<file path="config.mk">
export PLATFORM = sky130hd
export DESIGN_NAME = memory_cycle
export DESIGN_NICKNAME = d
export VERILOG_FILES = /design/src/rtl/pipeline_pkg.sv /design/src/rtl/mem_wb_register.sv /design/src/rtl/memory_cycle.sv
export SDC_FILE = /design/constraint.sdc
export NUM_CORES = 1
export LEC_CHECK = 0
export ABC_CLOCK_PERIOD_IN_PS = 3000
export CAP_MARGIN = 30
export CORE_MARGIN = 1.5
export CORE_UTILIZATION = 45
export CTS_CLUSTER_DIAMETER = 150
export DETAILED_ROUTE_END_ITERATION = 7
export DONT_BUFFER_PORTS = 1
export GPL_ROUTABILITY_DRIVEN = 1
export PLACE_DENSITY = 0.62
export REMOVE_ABC_BUFFERS = 1
export SKIP_CTS_REPAIR_TIMING = 1
export SYNTH_ARGS = -nofsm -noshare
export SYNTH_HDL_FRONTEND = slang
export SYNTH_SLANG_ARGS = --single-unit
</file>
<file path="constraint.sdc">
create_clock -name clk -period 3 [get_ports clk]
set_input_delay 0.6 -clock clk [delete_from_list [all_inputs] [get_ports clk]]
set_output_delay 0.6 -clock clk [all_outputs]
set_load 0.1 [all_outputs]
</file>
<file path="src/rtl/pipeline_pkg.sv">
// Shared definitions for the pipeline stages: datapath widths, the
// memory-stage FSM state type and the bundle of EX/MEM fields that the
// memory stage captures while an access is outstanding.
package pipeline_pkg;

   localparam int XLEN       = 32;
   localparam int REG_ADDR_W = 5;

   typedef enum logic [1:0] {
      IDLE     = 2'd0,
      REQ      = 2'd1,
      WAIT_RSP = 2'd2
   } mem_state_e;

   // EX/MEM fields captured for the duration of a memory access.
   typedef struct packed {
      logic                  reg_write;
      logic                  mem_write;
      logic                  result_src;
      logic [REG_ADDR_W-1:0] rd;
      logic [XLEN-1:0]       pc_plus4;
      logic [XLEN-1:0]       wdata;
      logic [XLEN-1:0]       alu_result;
   } exmem_t;

endpackage

</file>
<file path="src/rtl/mem_wb_register.sv">
// MEM/WB pipeline register.
// Ports:
//   clk, rst        clock and synchronous active-high reset (clears all fields)
//   load_en_i       capture all *_i fields at the next edge
//   bubble_i        insert a bubble: clear the control bits, hold the data
//   *_i             next MEM/WB contents
//   *_o             registered MEM/WB contents
// A bubble takes priority over a load.
module mem_wb_register
   import pipeline_pkg::*;
(
   input  logic                  clk,
   input  logic                  rst,
   input  logic                  load_en_i,
   input  logic                  bubble_i,
   input  logic                  reg_write_i,
   input  logic                  result_src_i,
   input  logic [REG_ADDR_W-1:0] rd_i,
   input  logic [XLEN-1:0]       pc_plus4_i,
   input  logic [XLEN-1:0]       alu_result_i,
   input  logic [XLEN-1:0]       read_data_i,
   output logic                  reg_write_o,
   output logic                  result_src_o,
   output logic [REG_ADDR_W-1:0] rd_o,
   output logic [XLEN-1:0]       pc_plus4_o,
   output logic [XLEN-1:0]       alu_result_o,
   output logic [XLEN-1:0]       read_data_o
);

   logic                  reg_write_q;
   logic                  result_src_q;
   logic [REG_ADDR_W-1:0] rd_q;
   logic [XLEN-1:0]       pc_plus4_q;
   logic [XLEN-1:0]       alu_result_q;
   logic [XLEN-1:0]       read_data_q;

   always_ff @(posedge clk) begin
      if (rst) begin
         reg_write_q  <= 1'b0;
         result_src_q <= 1'b0;
         rd_q         <= '0;
         pc_plus4_q   <= '0;
         alu_result_q <= '0;
         read_data_q  <= '0;
      end else if (bubble_i) begin
         reg_write_q  <= 1'b0;
         result_src_q <= 1'b0;
      end else if (load_en_i) begin
         reg_write_q  <= reg_write_i;
         result_src_q <= result_src_i;
         rd_q         <= rd_i;
         pc_plus4_q   <= pc_plus4_i;
         alu_result_q <= alu_result_i;
         read_data_q  <= read_data_i;
      end
   end

   assign reg_write_o  = reg_write_q;
   assign result_src_o = result_src_q;
   assign rd_o         = rd_q;
   assign pc_plus4_o   = pc_plus4_q;
   assign alu_result_o = alu_result_q;
   assign read_data_o  = read_data_q;

endmodule

</file>
<file path="src/rtl/memory_cycle.sv">
// Memory stage of the five-stage RISC-V pipeline.
// Ports:
//   clk, rst                    clock, synchronous active-high reset
//   RegWriteM..ALU_ResultM      EX/MEM register outputs
//   dmem_req_*/dmem_we/addr/
//   wdata/dmem_rsp_*            valid/ready data-memory bus
//   StallM                      holds the upstream pipeline while an access is pending
//   BusErrorM                   sticky: some access timed out (cleared only by rst)
//   RegWriteW..ReadDataW        MEM/WB register outputs
// A load or store is issued straight from the EX/MEM inputs in IDLE; if it
// cannot finish in that cycle the inputs are replayed from a hold register.
// A timeout counter forces completion so the pipeline never deadlocks.
module memory_cycle
   import pipeline_pkg::*;
#(
   parameter int TIMEOUT_CYCLES = 255
) (
   input  logic                  clk,
   input  logic                  rst,
   input  logic                  RegWriteM,
   input  logic                  MemWriteM,
   input  logic                  ResultSrcM,
   input  logic [REG_ADDR_W-1:0] RD_M,
   input  logic [XLEN-1:0]       PCPlus4M,
   input  logic [XLEN-1:0]       WriteDataM,
   input  logic [XLEN-1:0]       ALU_ResultM,
   output logic                  dmem_req_valid,
   input  logic                  dmem_req_ready,
   output logic                  dmem_we,
   output logic [XLEN-1:0]       dmem_addr,
   output logic [XLEN-1:0]       dmem_wdata,
   input  logic                  dmem_rsp_valid,
   input  logic [XLEN-1:0]       dmem_rsp_rdata,
   output logic                  StallM,
   output logic                  BusErrorM,
   output logic                  RegWriteW,
   output logic                  ResultSrcW,
   output logic [REG_ADDR_W-1:0] RD_W,
   output logic [XLEN-1:0]       PCPlus4W,
   output logic [XLEN-1:0]       ALU_ResultW,
   output logic [XLEN-1:0]       ReadDataW
);

   localparam int CNT_W = $clog2(TIMEOUT_CYCLES + 1);

   mem_state_e       state_q, state_d;
   exmem_t           hold_q, in_w;
   logic [CNT_W-1:0] cnt_q, cnt_d;
   logic             bus_err_q, bus_err_d;
   logic             complete_w, expire_w, from_in_w;
   logic [XLEN-1:0]  rdata_w;

   assign in_w = {RegWriteM, MemWriteM, ResultSrcM, RD_M, PCPlus4M, WriteDataM, ALU_ResultM};

   // Counter reads TIMEOUT_CYCLES-1 in the TIMEOUT_CYCLES-th cycle spent
   // in REQ/WAIT_RSP. It can step once past that when a load is accepted
   // in its expiry cycle; that load then gets one cycle for its response.
   assign expire_w  = (cnt_q >= CNT_W'(TIMEOUT_CYCLES - 1));
   assign from_in_w = (state_q == IDLE);

   always_comb begin
      state_d        = state_q;
      cnt_d          = cnt_q;
      bus_err_d      = bus_err_q;
      dmem_req_valid = 1'b0;
      dmem_we        = 1'b0;
      dmem_addr      = '0;
      dmem_wdata     = '0;
      complete_w     = 1'b0;
      rdata_w        = '0;

      case (state_q)
         IDLE: begin
            cnt_d = '0;
            if (in_w.mem_write || in_w.result_src) begin
               dmem_req_valid = 1'b1;
               dmem_we        = in_w.mem_write;
               dmem_addr      = in_w.alu_result;
               dmem_wdata     = in_w.wdata;
               // Store wins when both store and load flags are set.
               if (in_w.mem_write) begin
                  if (dmem_req_ready) complete_w = 1'b1;
                  else                state_d    = REQ;
               end else begin
                  state_d = dmem_req_ready ? WAIT_RSP : REQ;
               end
            end else begin
               complete_w = 1'b1;
            end
         end

         REQ: begin
            cnt_d          = cnt_q + CNT_W'(1);
            dmem_req_valid = 1'b1;
            dmem_we        = hold_q.mem_write;
            dmem_addr      = hold_q.alu_result;
            dmem_wdata     = hold_q.wdata;
            if (dmem_req_ready) begin
               if (hold_q.mem_write) begin
                  complete_w = 1'b1;
                  state_d    = IDLE;
               end else begin
                  state_d = WAIT_RSP;
               end
            end else if (expire_w) begin
               complete_w = 1'b1;
               bus_err_d  = 1'b1;
               state_d    = IDLE;
            end
         end

         WAIT_RSP: begin
            cnt_d = cnt_q + CNT_W'(1);
            if (dmem_rsp_valid) begin
               complete_w = 1'b1;
               rdata_w    = dmem_rsp_rdata;
               state_d    = IDLE;
            end else if (expire_w) begin
               complete_w = 1'b1;
               bus_err_d  = 1'b1;
               state_d    = IDLE;
            end
         end

         default: state_d = IDLE;
      endcase

      if (rst) dmem_req_valid = 1'b0;
   end

   assign StallM    = !complete_w && !rst;
   assign BusErrorM = bus_err_q;

   always_ff @(posedge clk) begin
      if (rst) begin
         state_q   <= IDLE;
         cnt_q     <= '0;
         bus_err_q <= 1'b0;
         hold_q    <= '0;
      end else begin
         state_q   <= state_d;
         cnt_q     <= cnt_d;
         bus_err_q <= bus_err_d;
         if (from_in_w) hold_q <= in_w;
      end
   end

   // Completion out of IDLE takes the live inputs; completion of a
   // held access takes the hold register.
   mem_wb_register u_mem_wb (
      .clk          (clk),
      .rst          (rst),
      .load_en_i    (complete_w),
      .bubble_i     (StallM),
      .reg_write_i  (from_in_w ? in_w.reg_write  : hold_q.reg_write),
      .result_src_i (from_in_w ? in_w.result_src : hold_q.result_src),
      .rd_i         (from_in_w ? in_w.rd         : hold_q.rd),
      .pc_plus4_i   (from_in_w ? in_w.pc_plus4   : hold_q.pc_plus4),
      .alu_result_i (from_in_w ? in_w.alu_result : hold_q.alu_result),
      .read_data_i  (rdata_w),
      .reg_write_o  (RegWriteW),
      .result_src_o (ResultSrcW),
      .rd_o         (RD_W),
      .pc_plus4_o   (PCPlus4W),
      .alu_result_o (ALU_ResultW),
      .read_data_o  (ReadDataW)
   );

endmodule

</file>
Yosys cells after proc, flatten, opt, wreduce, memory -nomap -nowiden
Cells that the tools add are included.
Widths: inputs -> output; s select.
Storage, ports and cells
  memories kept: 0
  ROM bits: 0
  bits in registers: 218
  input port bits: 140
  RAM bits: 0
  output and inout port bits: 171
  logic and storage cells: 75
  latch bits: 0
Cells by class
  divide/modulo/power cells: 0
  multiply operators: 0
  reduce and logical (&&, ||, !) cells: 12
  shift operators: 0
  eq/ne operators: 6
  multiplexer cells: 38
  add/subtract/negate cells: 1
  bitwise gates (word level): 1
  order comparisons: 1
Operator list (number)
  $mux 32: 6
  $pmux 32 s2: 2
  $mux 2: 8
  $pmux 8 s2: 1
  $mux 1: 15
  $add 8x1->8 const B: 1
  $ge 8x8->1 const B: 1
  $pmux 1 s2: 3
  $pmux 2 s3: 1
  $mux 5: 1
  $ne 2x2->1 const B: 2
  $reduce_and 2->1: 2
  $reduce_bool 2->1: 2
  $reduce_or 2->1: 2
  $ne 3x3->1 const B: 1
  $pmux 1 s3: 1
  $reduce_and 3->1: 1
  $eq 2x1->1 const B: 1
  $eq 2x2->1 const B: 1
  $logic_not 1->1: 2
  $logic_not 2->1: 1
  $ne 2x1->1 const B: 1
  $logic_and 1x1->1: 1
  $logic_or 1x1->1: 1
  $not 1->1: 1

Longest topological paths before layout
Gate-level depths: netlist of run 1.
  depth in word-level cells: 8
  mapped depth: 9
  gate-level depth less buffers: 6

Cells and area by module
From an unflattened synthesis of run 1, not the netlist that was laid out.
Second synthesis, totals
  cells, all modules: 1005
  area total of the unflattened synthesis: 10592.7 um^2
Modules (own cells, without submodules)
  memory_cycle: times used 1, area an instance 5457.7 um^2, sequential area each 2302.2 um^2, cells each 539
  mem_wb_register: times used 1, area an instance 5134.9 um^2, sequential area each 2062.0 um^2, cells each 466

Least setup slack after synthesis of run 1
Ideal clock, no wire load.
  kind: register to output
  start point: reg state_q[0]
  end point: out dmem_req_valid
  data required time: 2.400 ns
  path buffers: 3
  data arrival time: 2.788 ns
  setup slack: -0.388 ns
  cell stages (with the launch flop): 8
  cell sequence: dfxtp_1 > inv_1 > ha_1 > buf_2 > buf_2 > buf_2 > nand2_1 > a21oi_1
On the way
  cells in the longest elaborated chain, start to end: 3
  elaborated cells on any way between the ends: 4
  classes of those cells: eq/ne (1); mux (2); reduce/logical (1)
RTL lines
  start, declared: line memory_cycle.sv:46  | mem_state_e state_q, state_d;
  start signal, assigned: line memory_cycle.sv:141  | state_q <= state_d;
  $eq 2x1->1 or $logic_not 2->1 (tied branches): line memory_cycle.sv:72  | case (state_q)
  $pmux 1 s2 (*): line memory_cycle.sv:72
  $mux 1 (*): line memory_cycle.sv:128  | if (rst) dmem_req_valid = 1'b0;
  end, declared: line memory_cycle.sv:27  | output logic dmem_req_valid,
Every way passes the cells marked *; elsewhere a longest branch is shown, timed or not.

Final worst setup path of run 1
  start point: reg state_q[1]
  end point: out dmem_req_valid
The elaborated chain is that of the path after synthesis.

==> metrics.cfg, run 1 <==
[setup_path]
path_max_fanout=52
reg2reg_depth=8
crit_path_start_kind=flip-flop
crit_type=flip-flop to output port
crit_path_end_kind=output port
r2r_start=state_q[1]
cp.required_ns=2.40
worstReg2RegEnd=u_mem_wb.alu_result_o[2]
path_common_cell=inv_1
cp_cell_sequence=inv_1, ha_2, buf_4, inv_1, a21oi_2, buf_12
cp_slowest_stage_delay_ns=0.48
worst-endpoint-arrival_ns=2.28
slowest_stage=buf_4
rrSetupSlack_ns=0.58

[timing]
hold_viol=0
tightest_slew_ns=1.03
finalCriticalPeriod_ns=2.88
setup_viol=0
hold_slack_ns=0.180
period_share_pct=96.0
slew_headroom_pct=31.1
rsz0062_at_grt=no
max_freq_mhz=347
fin_skew_ns=0.0112
drv_slew=0

[global_routing]
grt_use_met2_pct=33.6
grt_max_degree=212
antenna_found_initial=0
grt_usage_pct=19.8
met3_usage_pct=8.29
busiest_layer=met2
grt_pass1_wl_um=33300
grt_pass1_vias=6415
met1_usage_pct=22.0
gr-total-overflow=0

[clock_tree]
cts_tree=yes
cts_buffers=23
cts.sinks=218
cts.clk_slew.worst_paths_ns=0.06
root_buffer=clkbuf_16
clock_latency_ns=0.50
htree_levels=1
ctsLongestPathBuffers=3

[power_and_ir_drop]
power_switching_mw=3.64
sw_frac_of_total_pct=38.6
share_comb_of_total_power_pct=26.4
intPower_mw=5.80
clkPwrFrac_pct=29.3
p_per_area_mw_per_mm2=836
pwr-share-seq_pct=44.2
p_leak_nw=4.89
ir_drop_uv=606

[finish]
fillerInstances=1632
layout_common_cells=dfxtp_1 (218), nor2_1 (115), mux2i_1 (104), nor2b_1 (70), buf_12 (69)
syn_to_final_growth_pct=25.0
final_area_mm2=0.0113
layout-drive-gt1-share_pct=18.1
antennaDiodeCount=0
seq_area_mm2=0.00436
multiInputGateArea_mm2=0.00421
finish.utilization_pct=57.7
stdcell_count=1183
num-nets-final=1050
final_common_cell=dfxtp_1

[flow_run]
max_cap_viol_count=0

[worst_hold_path]
min_path_cells=1
worstHoldPathType=primary input to flip-flop
min_to=hold_q[33]
min-delay-start=rst

[synth]
syn_area_per_cell_um2=10.4
ys.flop_type=dfxtp_1
async_reset_ff_share_pct=0
netlist_area_mm2=0.00904
yosys.area.top_type_share_pct=48.3
syn-instance-count=869
yosysWarnings=0
ys_types=41
synth_edf_count=0
synthTopCellsByArea=dfxtp_1 (48%), mux2i_1 (12%), a32o_1 (7.2%), mux2_2 (5.5%), nor2b_1 (4.8%)
seq_area_frac_synth_pct=48.3
ys_ff_latch=218
synth_top_area_cell=dfxtp_1

[floorplan]
core_mm2=0.0196
die_h_um=145
ios=311
die-area_mm2=0.0209
num_rows=51
die_x_um=145
initial_core_util_pct=46.1

[routing]
drc=0
first_pass_iters=6
ant_nets=0
drt_iter0_drc=261
dr_total_vias=6528
via_per_inst=5.52
post_drt_wl_per_cell_um=18.9
routed_wl_um=22300

[placement]
dpl.hpwl_um=15300
place.gp.congestion=0.771
numPortBuffers=0
place_inst=1137
place_area_mm2=0.0105

[run_status]
status=finished, final reports clean

## worst max-delay path: cells and delay by family (launching register included)
kind | cells | cell delay (ns)
buf+inv | 4 | 0.96
flops | 1 | 0.33
compound gates | 1 | 0.26
fa+ha+maj | 1 | 0.22
## power groups by stage
stage / Sequential (mW) / Clock (mW) / Combinational [mW]
2_1_floorplan: 4.18 / 0 / 1.84
3_3_place_gp: 4.24 / 0 / 2.42
3_5_place_dp: 4.25 / 0 / 2.47
4_1_cts: 4.19 / 2.82 / 2.48
5_1_grt: 4.20 / 2.95 / 2.60
6_report: 4.18 / 2.77 / 2.50
## Yosys cell counts (2+ instances only)
| cell | instances |
|---|---|
| a32o_1 | 65 |
| buf_4 | 4 |
| or3_1 | 2 |
| nor2_1 | 116 |
| mux2_1 | 25 |
| ha_1 | 6 |
| nor2b_1 | 70 |
| buf_1 | 7 |
| mux2i_1 | 104 |
| nand3_1 | 2 |
| nand4_1 | 2 |
| o21ai_0 | 2 |
| and2_1 | 2 |
| dfxtp_1 | 218 |
| mux2_2 | 44 |
| a21oi_1 | 5 |
| buf_2 | 16 |
| nand2b_1 | 33 |
| xor2_1 | 4 |
| inv_1 | 39 |
| nand2_1 | 5 |
| buf_6 | 4 |
| clkbuf_1 | 45 |
| o32ai_1 | 32 |
## logic make-up after synthesis
logic type | Yosys count | share of synthesized area (%)
simple gates | 237 | 13.1
flops | 218 | 48.3
mux | 173 | 20.1
compound gates | 115 | 11.7
buf+inv | 115 | 5.50
fa+ha+maj | 6 | 0.831
xor+xnor | 5 | 0.485
## state kept, by name, indices dropped and copies added (netlist names)
signal / flops
u_mem_wb.rd_o: 5
state_q: 2
u_mem_wb.pc_plus4_o: 32
BusErrorM: 1
u_mem_wb.alu_result_o: 32
u_mem_wb.result_src_o: 1
u_mem_wb.reg_write_o: 1
hold_q: 104
cnt_q: 8
u_mem_wb.read_data_o: 32
## worst max path at each step
stage	start	to	slack [ns]	cells after the start
after floorplan	state_q[0]	StallM	-7.41	6
after global placement	dmem_req_ready	StallM	0.53	5
after detailed placement	dmem_req_ready	u_mem_wb.pc_plus4_o[4]	0.50	5
after CTS	state_q[1]	StallM	0.007	7
after global routing	state_q[1]	dmem_req_valid	0.03	6
final	state_q[1]	dmem_req_valid	0.12	6
## per-stage QoR
step / setup WS, ns / TNS [ns] / total power [mW]
floorplan: -7.41 / -1125.22 / 6.02
global placement: 0.535 / 0 / 6.65
detailed placement: 0.496 / 0 / 6.71
CTS: 0.00722 / 0 / 9.48
global route: 0.0255 / 0 / 9.76
finish: 0.120 / 0 / 9.44
## layer usage
layer  routed length, um  vias to the layer above
met5                   0                        -
met4                 722                        0
met3                2720                       51
met2               10600                      280
met1                8250                     3081
li1                    -                     3116
## layout make-up
type	instances	area share, %
flip-flops and latches	218	38.6
multi-input cells	536	37.2
repair buffers	86	13.4
clock buffers	34	5.81
well taps	265	2.93
inverters	39	1.30
clock inverters	5	0.664
(Power assumes the default switching activity.)
==> run 2: changes to the inputs <==
CORE_UTILIZATION = 63   (was 45)
PLACE_DENSITY = 0.81   (was 0.62)
==> run 2 against run 1 <==
Effect of this change:
- first-iteration DRC count up 95%
- design area down 1.1%
- die area down 28%
- routed wire length up 1.7%
- clock skew about the same
- via count up 2.3%
- sequential share of layout area up 0.43 points
- sequential power about the same
- setup slack better by 0.058 ns
==> metrics.cfg, run 2 (synthesis results as in run 1) <==
[placement]
place_area_mm2=0.0104  ; -1.1%
place.gp.congestion=0.793  ; +2.9%
numPortBuffers=0  ; unchanged
dpl_worst_slack_ns=0.456  ; -0.0399 ns
dpl.hpwl_um=15600  ; +2.0%

[floorplan]
die-area_mm2=0.0151  ; -28%
core_mm2=0.0139  ; -29%
die_x_um=123  ; -15%
ios=311  ; unchanged
num_rows=43  ; -16%
die_h_um=123  ; -15%
initial_core_util_pct=64.8  ; +19 points

[routing]
first_pass_iters=5  ; -1
drc=0  ; unchanged
ant_nets=0  ; unchanged
post_drt_wl_per_cell_um=20.8  ; +10%
dr_total_vias=6681  ; +2.3%
drt_iter0_drc=508  ; +95%
routed_wl_um=22700  ; +1.7%
via_per_inst=6.12  ; +11%

[timing]
rsz0062_at_grt=no
max_freq_mhz=354  ; +2.1%
setup_slack_ns=0.178  ; +0.0580 ns
fin_skew_ns=0.0111  ; -0.000121 ns
period_share_pct=94.1  ; -1.9 points
tightest_slew_ns=1.04  ; +0.00437 ns
hold_viol=0  ; unchanged
slew_headroom_pct=30.9  ; -0.29 points
drv_slew=0  ; unchanged
setup_tns_ns=0  ; unchanged
finalCriticalPeriod_ns=2.82  ; -0.0580 ns
setup_viol=0  ; unchanged
hold_slack_ns=0.236  ; +0.0560 ns

[global_routing]
grt_pass1_vias=6580  ; +2.6%
grt_pass1_wl_um=33600  ; +0.81%
antenna_found_initial=0  ; unchanged
grt_usage_pct=27.9  ; +8.1 points
gr-total-overflow=0  ; unchanged
grt_max_degree=212  ; unchanged

[power_and_ir_drop]
sw_frac_of_total_pct=38.2  ; -0.39 points
clkPwrFrac_pct=30.0  ; +0.7 points
share_comb_of_total_power_pct=25.9  ; -0.5 points
pwr-share-seq_pct=44.1  ; about the same
intPower_mw=5.88  ; +1.4%
ir_drop_uv=576  ; -5.0%
power_switching_mw=3.64  ; -0.21%
total_power_mw=9.52  ; +0.80%
p_per_area_mw_per_mm2=852  ; +1.9%
p_leak_nw=4.88  ; -0.22%

[finish]
fillerInstances=835  ; -49%
largest_register=hold_q
layout_common_cells=dfxtp_1 (218), nor2_1 (115), mux2i_1 (104), nor2b_1 (70), buf_12 (69)
num-nets-final=1041  ; -0.86%
syn_to_final_growth_pct=23.7
antennaDiodeCount=0  ; unchanged
final_area_mm2=0.0112  ; -1.1%
layout-drive-gt1-share_pct=18.2  ; +0.14 points
final_common_cell=dfxtp_1
largest_reg_flops=104  ; unchanged

[setup_path]
reg2reg_depth=7  ; -1
worstReg2RegEnd=u_mem_wb.pc_plus4_o[14]
path_max_fanout=69  ; +33%
crit_type=flip-flop to output port
cp.required_ns=2.40  ; about the same
crit_path_end_kind=output port
r2r_start=state_q[1]
rrSetupSlack_ns=0.56  ; -0.02 ns
crit_path_start_kind=flip-flop
worst-endpoint-arrival_ns=2.22  ; -0.06 ns

[clock_tree]
cts.clk_slew.worst_paths_ns=0.06  ; about the same
ctsLongestPathBuffers=3  ; unchanged
cts_buffers=22  ; -4.3%
cts_tree=yes
htree_levels=1  ; unchanged
clock_latency_ns=0.49  ; about the same
root_buffer=clkbuf_16
cts.sinks=218  ; unchanged

[worst_hold_path]
worstHoldPathType=primary input to flip-flop
min_path_cells=1  ; unchanged
min-delay-start=rst
min_to=hold_q[70]

[run_status]
status=finished, final reports clean

[flow_run]
max_cap_viol_count=0  ; unchanged

-- run 2: cell count changes in the layout (fill, tap and decap cells not counted) --
cell        before  now
clkinv_4         0    1
bufinv_16        2    3
clkinvlp_4       0    1
clkinv_2         3    4
clkbuf_8         4    5
buf_16           1    0
clkbuf_1        10    3
buf_4           13    9
-- run 2: per-layer routing --
layer	up-vias	routed length [um]	global-route usage [%]
met1	3198	7820	29.4
met3	54	2280	8.74
met5	-	0	0
met2	322	11900	51.9
met4	0	685	9.74
li1	3107	-	-
-- run 2: cell type report --
cell class | count | area (um^2) | share of cell area, %
inverter | 39 | 146 | 1.31
multi-input combinational | 536 | 4210 | 37.7
tap | 180 | 225 | 2.02
clock inverter | 9 | 126 | 1.13
sequential | 218 | 4360 | 39.1
clock buffer | 31 | 656 | 5.87
timing repair buffer | 78 | 1450 | 13.0
-- run 2: worst max path at each step --
| stage | startpoint | to | depth (start not counted) |
|---|---|---|---|
| after detailed placement | ResultSrcM | u_mem_wb.pc_plus4_o[29] | 5 |
| after global routing | state_q[1] | StallM | 7 |
| after floorplan | state_q[0] | StallM | 6 |
| after global placement | ResultSrcM | u_mem_wb.pc_plus4_o[3] | 5 |
| after CTS | state_q[1] | StallM | 7 |
| final | state_q[1] | StallM | 7 |
-- run 2: critical path: stages, from the launching register on --
cell and delay [ns]:
dfxtp_1 0.34, inv_1 0.12, ha_2 0.23, buf_12 0.28, nand3_1 0.18, a41oi_4 0.31
nor2_2 0.09, buf_12 0.17
-- run 2: through the flow --
stage / std cells / utilization (%)
global placement: 1051 / 74.6
floorplan: 793 / -
global route: 1091 / 80.2
CTS: 1091 / 80.2
finish: 1091 / 80.2
detailed placement: 1051 / 74.6
-- run 2: power groups by stage --
stage               Clock, mW  Combinational (mW)  Sequential [mW]
finish                   2.86                2.46             4.20
global route             3.00                2.56             4.22
detailed placement          0                2.46             4.25
global placement            0                2.40             4.24
floorplan                   0                1.84             4.18
CTS                      2.89                2.47             4.19
==> run 3: changes to the inputs <==
CORE_UTILIZATION = 40   (was 63)
PLACE_DENSITY = 0.56   (was 0.81)
==> run 3 against run 2 <==
Effect of this change:
- utilization shrank 28 points
- sequential share of layout area decreased by 1.2 points
- setup slack improved by 0.0032 ns
- non-clock buffer count increased by 5
==> metrics.cfg, run 3 (synthesis results as in run 1) <==
[clock_tree]
root_buffer=clkbuf_16
cts_tree=yes
cts.sinks=218  ; unchanged
htree_levels=1  ; unchanged
cts.clk_slew.worst_paths_ns=0.06  ; about the same
clock_latency_ns=0.51  ; +0.02 ns
ctsLongestPathBuffers=3  ; unchanged
cts_buffers=24  ; +9.1%

[finish]
largest_reg_flops=104  ; unchanged
antennaDiodeCount=0  ; unchanged
layout_common_cells=dfxtp_1 (218), nor2_1 (115), mux2i_1 (104), nor2b_1 (70), buf_12 (68)
syn_to_final_growth_pct=27.6
finish.utilization_pct=52.3  ; -28 points
num-nets-final=1048  ; +0.67%
final_area_mm2=0.0115  ; +3.2%
fillerInstances=1952  ; +130%
layout-drive-gt1-share_pct=19.0  ; +0.80 points
largest_register=hold_q
final_common_cell=dfxtp_1

[worst_hold_path]
worstHoldPathType=primary input to flip-flop
min_to=hold_q[48]
min-delay-start=rst
min_path_cells=1  ; unchanged

[timing]
drv_slew=0  ; unchanged
rsz0062_at_grt=no
fin_skew_ns=0.0128  ; +0.00168 ns
finalCriticalPeriod_ns=2.82  ; -0.00322 ns
hold_viol=0  ; unchanged
period_share_pct=93.9  ; -0.11 points
setup_slack_ns=0.182  ; +0.00322 ns
max_freq_mhz=355  ; +0.11%
setup_viol=0  ; unchanged
slew_headroom_pct=31.5  ; +0.67 points
tightest_slew_ns=1.03  ; -0.0101 ns

[global_routing]
grt_pass1_vias=6133  ; -6.8%
antenna_found_initial=0  ; unchanged
grt_max_degree=212  ; unchanged
grt_usage_pct=18.3  ; -9.6 points
grt_pass1_wl_um=35000  ; +4.2%
gr-total-overflow=0  ; unchanged

[power_and_ir_drop]
p_per_area_mw_per_mm2=872  ; +2.3%
ir_drop_uv=671  ; +16%
total_power_mw=10.0  ; +5.6%
p_leak_nw=4.99  ; +2.3%

[routing]
ant_nets=0  ; unchanged
first_pass_iters=4  ; -1
dr_total_vias=6351  ; -4.9%
routed_wl_um=22700  ; +0.18%
drc=0  ; unchanged
post_drt_wl_per_cell_um=18.9  ; -8.9%
drt_iter0_drc=431  ; -15%
via_per_inst=5.29  ; -14%

[setup_path]
rrSetupSlack_ns=0.62  ; +0.06 ns
cp.required_ns=2.40  ; about the same
reg2reg_depth=8  ; +1
worstReg2RegEnd=u_mem_wb.pc_plus4_o[16]
crit_type=flip-flop to output port
crit_path_start_kind=flip-flop
cp_slowest_stage_delay_ns=0.34  ; about the same
cp_cell_sequence=inv_1, ha_4, nand2b_1, a211o_1, a41oi_4, nor2_2, buf_12
slowest_stage=dfxtp_1
path_max_fanout=5  ; -93%
r2r_start=state_q[1]
worst-endpoint-arrival_ns=2.22  ; about the same
crit_path_end_kind=output port

[placement]
place.gp.congestion=0.735  ; -7.4%
dpl.hpwl_um=14400  ; -7.5%
numPortBuffers=0  ; unchanged
dpl_worst_slack_ns=0.506  ; +0.0498 ns
place_area_mm2=0.0106  ; +1.5%

[floorplan]
initial_core_util_pct=41.0  ; -24 points
ios=311  ; unchanged
die_x_um=153  ; +25%
die_h_um=153  ; +25%
num_rows=54  ; +26%
core_mm2=0.0220  ; +58%
die-area_mm2=0.0235  ; +56%

[run_status]
status=finished, final reports clean

[flow_run]
max_cap_viol_count=0  ; unchanged

run 3: cell count changes in the layout (fill, tap and decap cells not counted), sizes merged:
cell      previous run  this run
buf                 78        82
bufinv               3         7
clkbuf              31        32
clkinvlp             1         0
clkinv               5         6
run 3: critical path: cells and delay by family, from the launching register on:
family | cells | cell delay, ns
flip-flops | 1 | 0.34
adder cells (fa/ha/maj) | 1 | 0.21
AO/OA/AOI/OAI | 2 | 0.62
AND/OR/NAND/NOR | 2 | 0.19
buffers and inverters | 2 | 0.33
run 3: layout make-up:
cell class / count / area [um^2] / share of cell area [%]
sequential: 218 / 4360 / 37.9
timing repair buffer: 83 / 1530 / 13.3
clock inverter: 13 / 240 / 2.08
clock buffer: 31 / 678 / 5.88
inverter: 39 / 146 / 1.27
multi-input combinational: 536 / 4220 / 36.6
tap: 280 / 350 / 3.04
run 3: power by group:
part | switching, mW | total (mW) | internal [mW]
Clock | 1.19 | 3.38 | 2.19
Sequential | 1.01 | 4.17 | 3.16
Combinational | 1.53 | 2.50 | 0.969
Total | 3.73 | 10.0 | 6.32
run 3: layer usage:
layer  vias up  global-route usage [%]  wire, um
met3        21                    7.85      2560
met2       228                    30.0     10600
met4         0                    4.15       295
li1       3118                       -         -
met1      2984                    22.1      9270
met5         -                       0         0
run 3: metrics by stage:
stage                     instances  hold slack (ns)  setup TNS (ns)
after global routing           1200            0.152               0
after floorplan                 793            0.459        -1125.22
final                          1200            0.159               0
after CTS                      1197            0.147         -0.0326
after global placement         1152            0.473               0
after detailed placement       1153            0.479               0
run 3: how the worst max path moves through the flow:
stage	from	endpoint	slack (ns)	cells past startpoint
finish	state_q[1]	StallM	0.18	7
global route	state_q[1]	StallM	0.05	7
CTS	state_q[1]	StallM	-0.03	7
detailed placement	ResultSrcM	dmem_addr[13]	0.51	4
global placement	ResultSrcM	dmem_addr[28]	0.52	4
floorplan	state_q[0]	StallM	-7.41	6
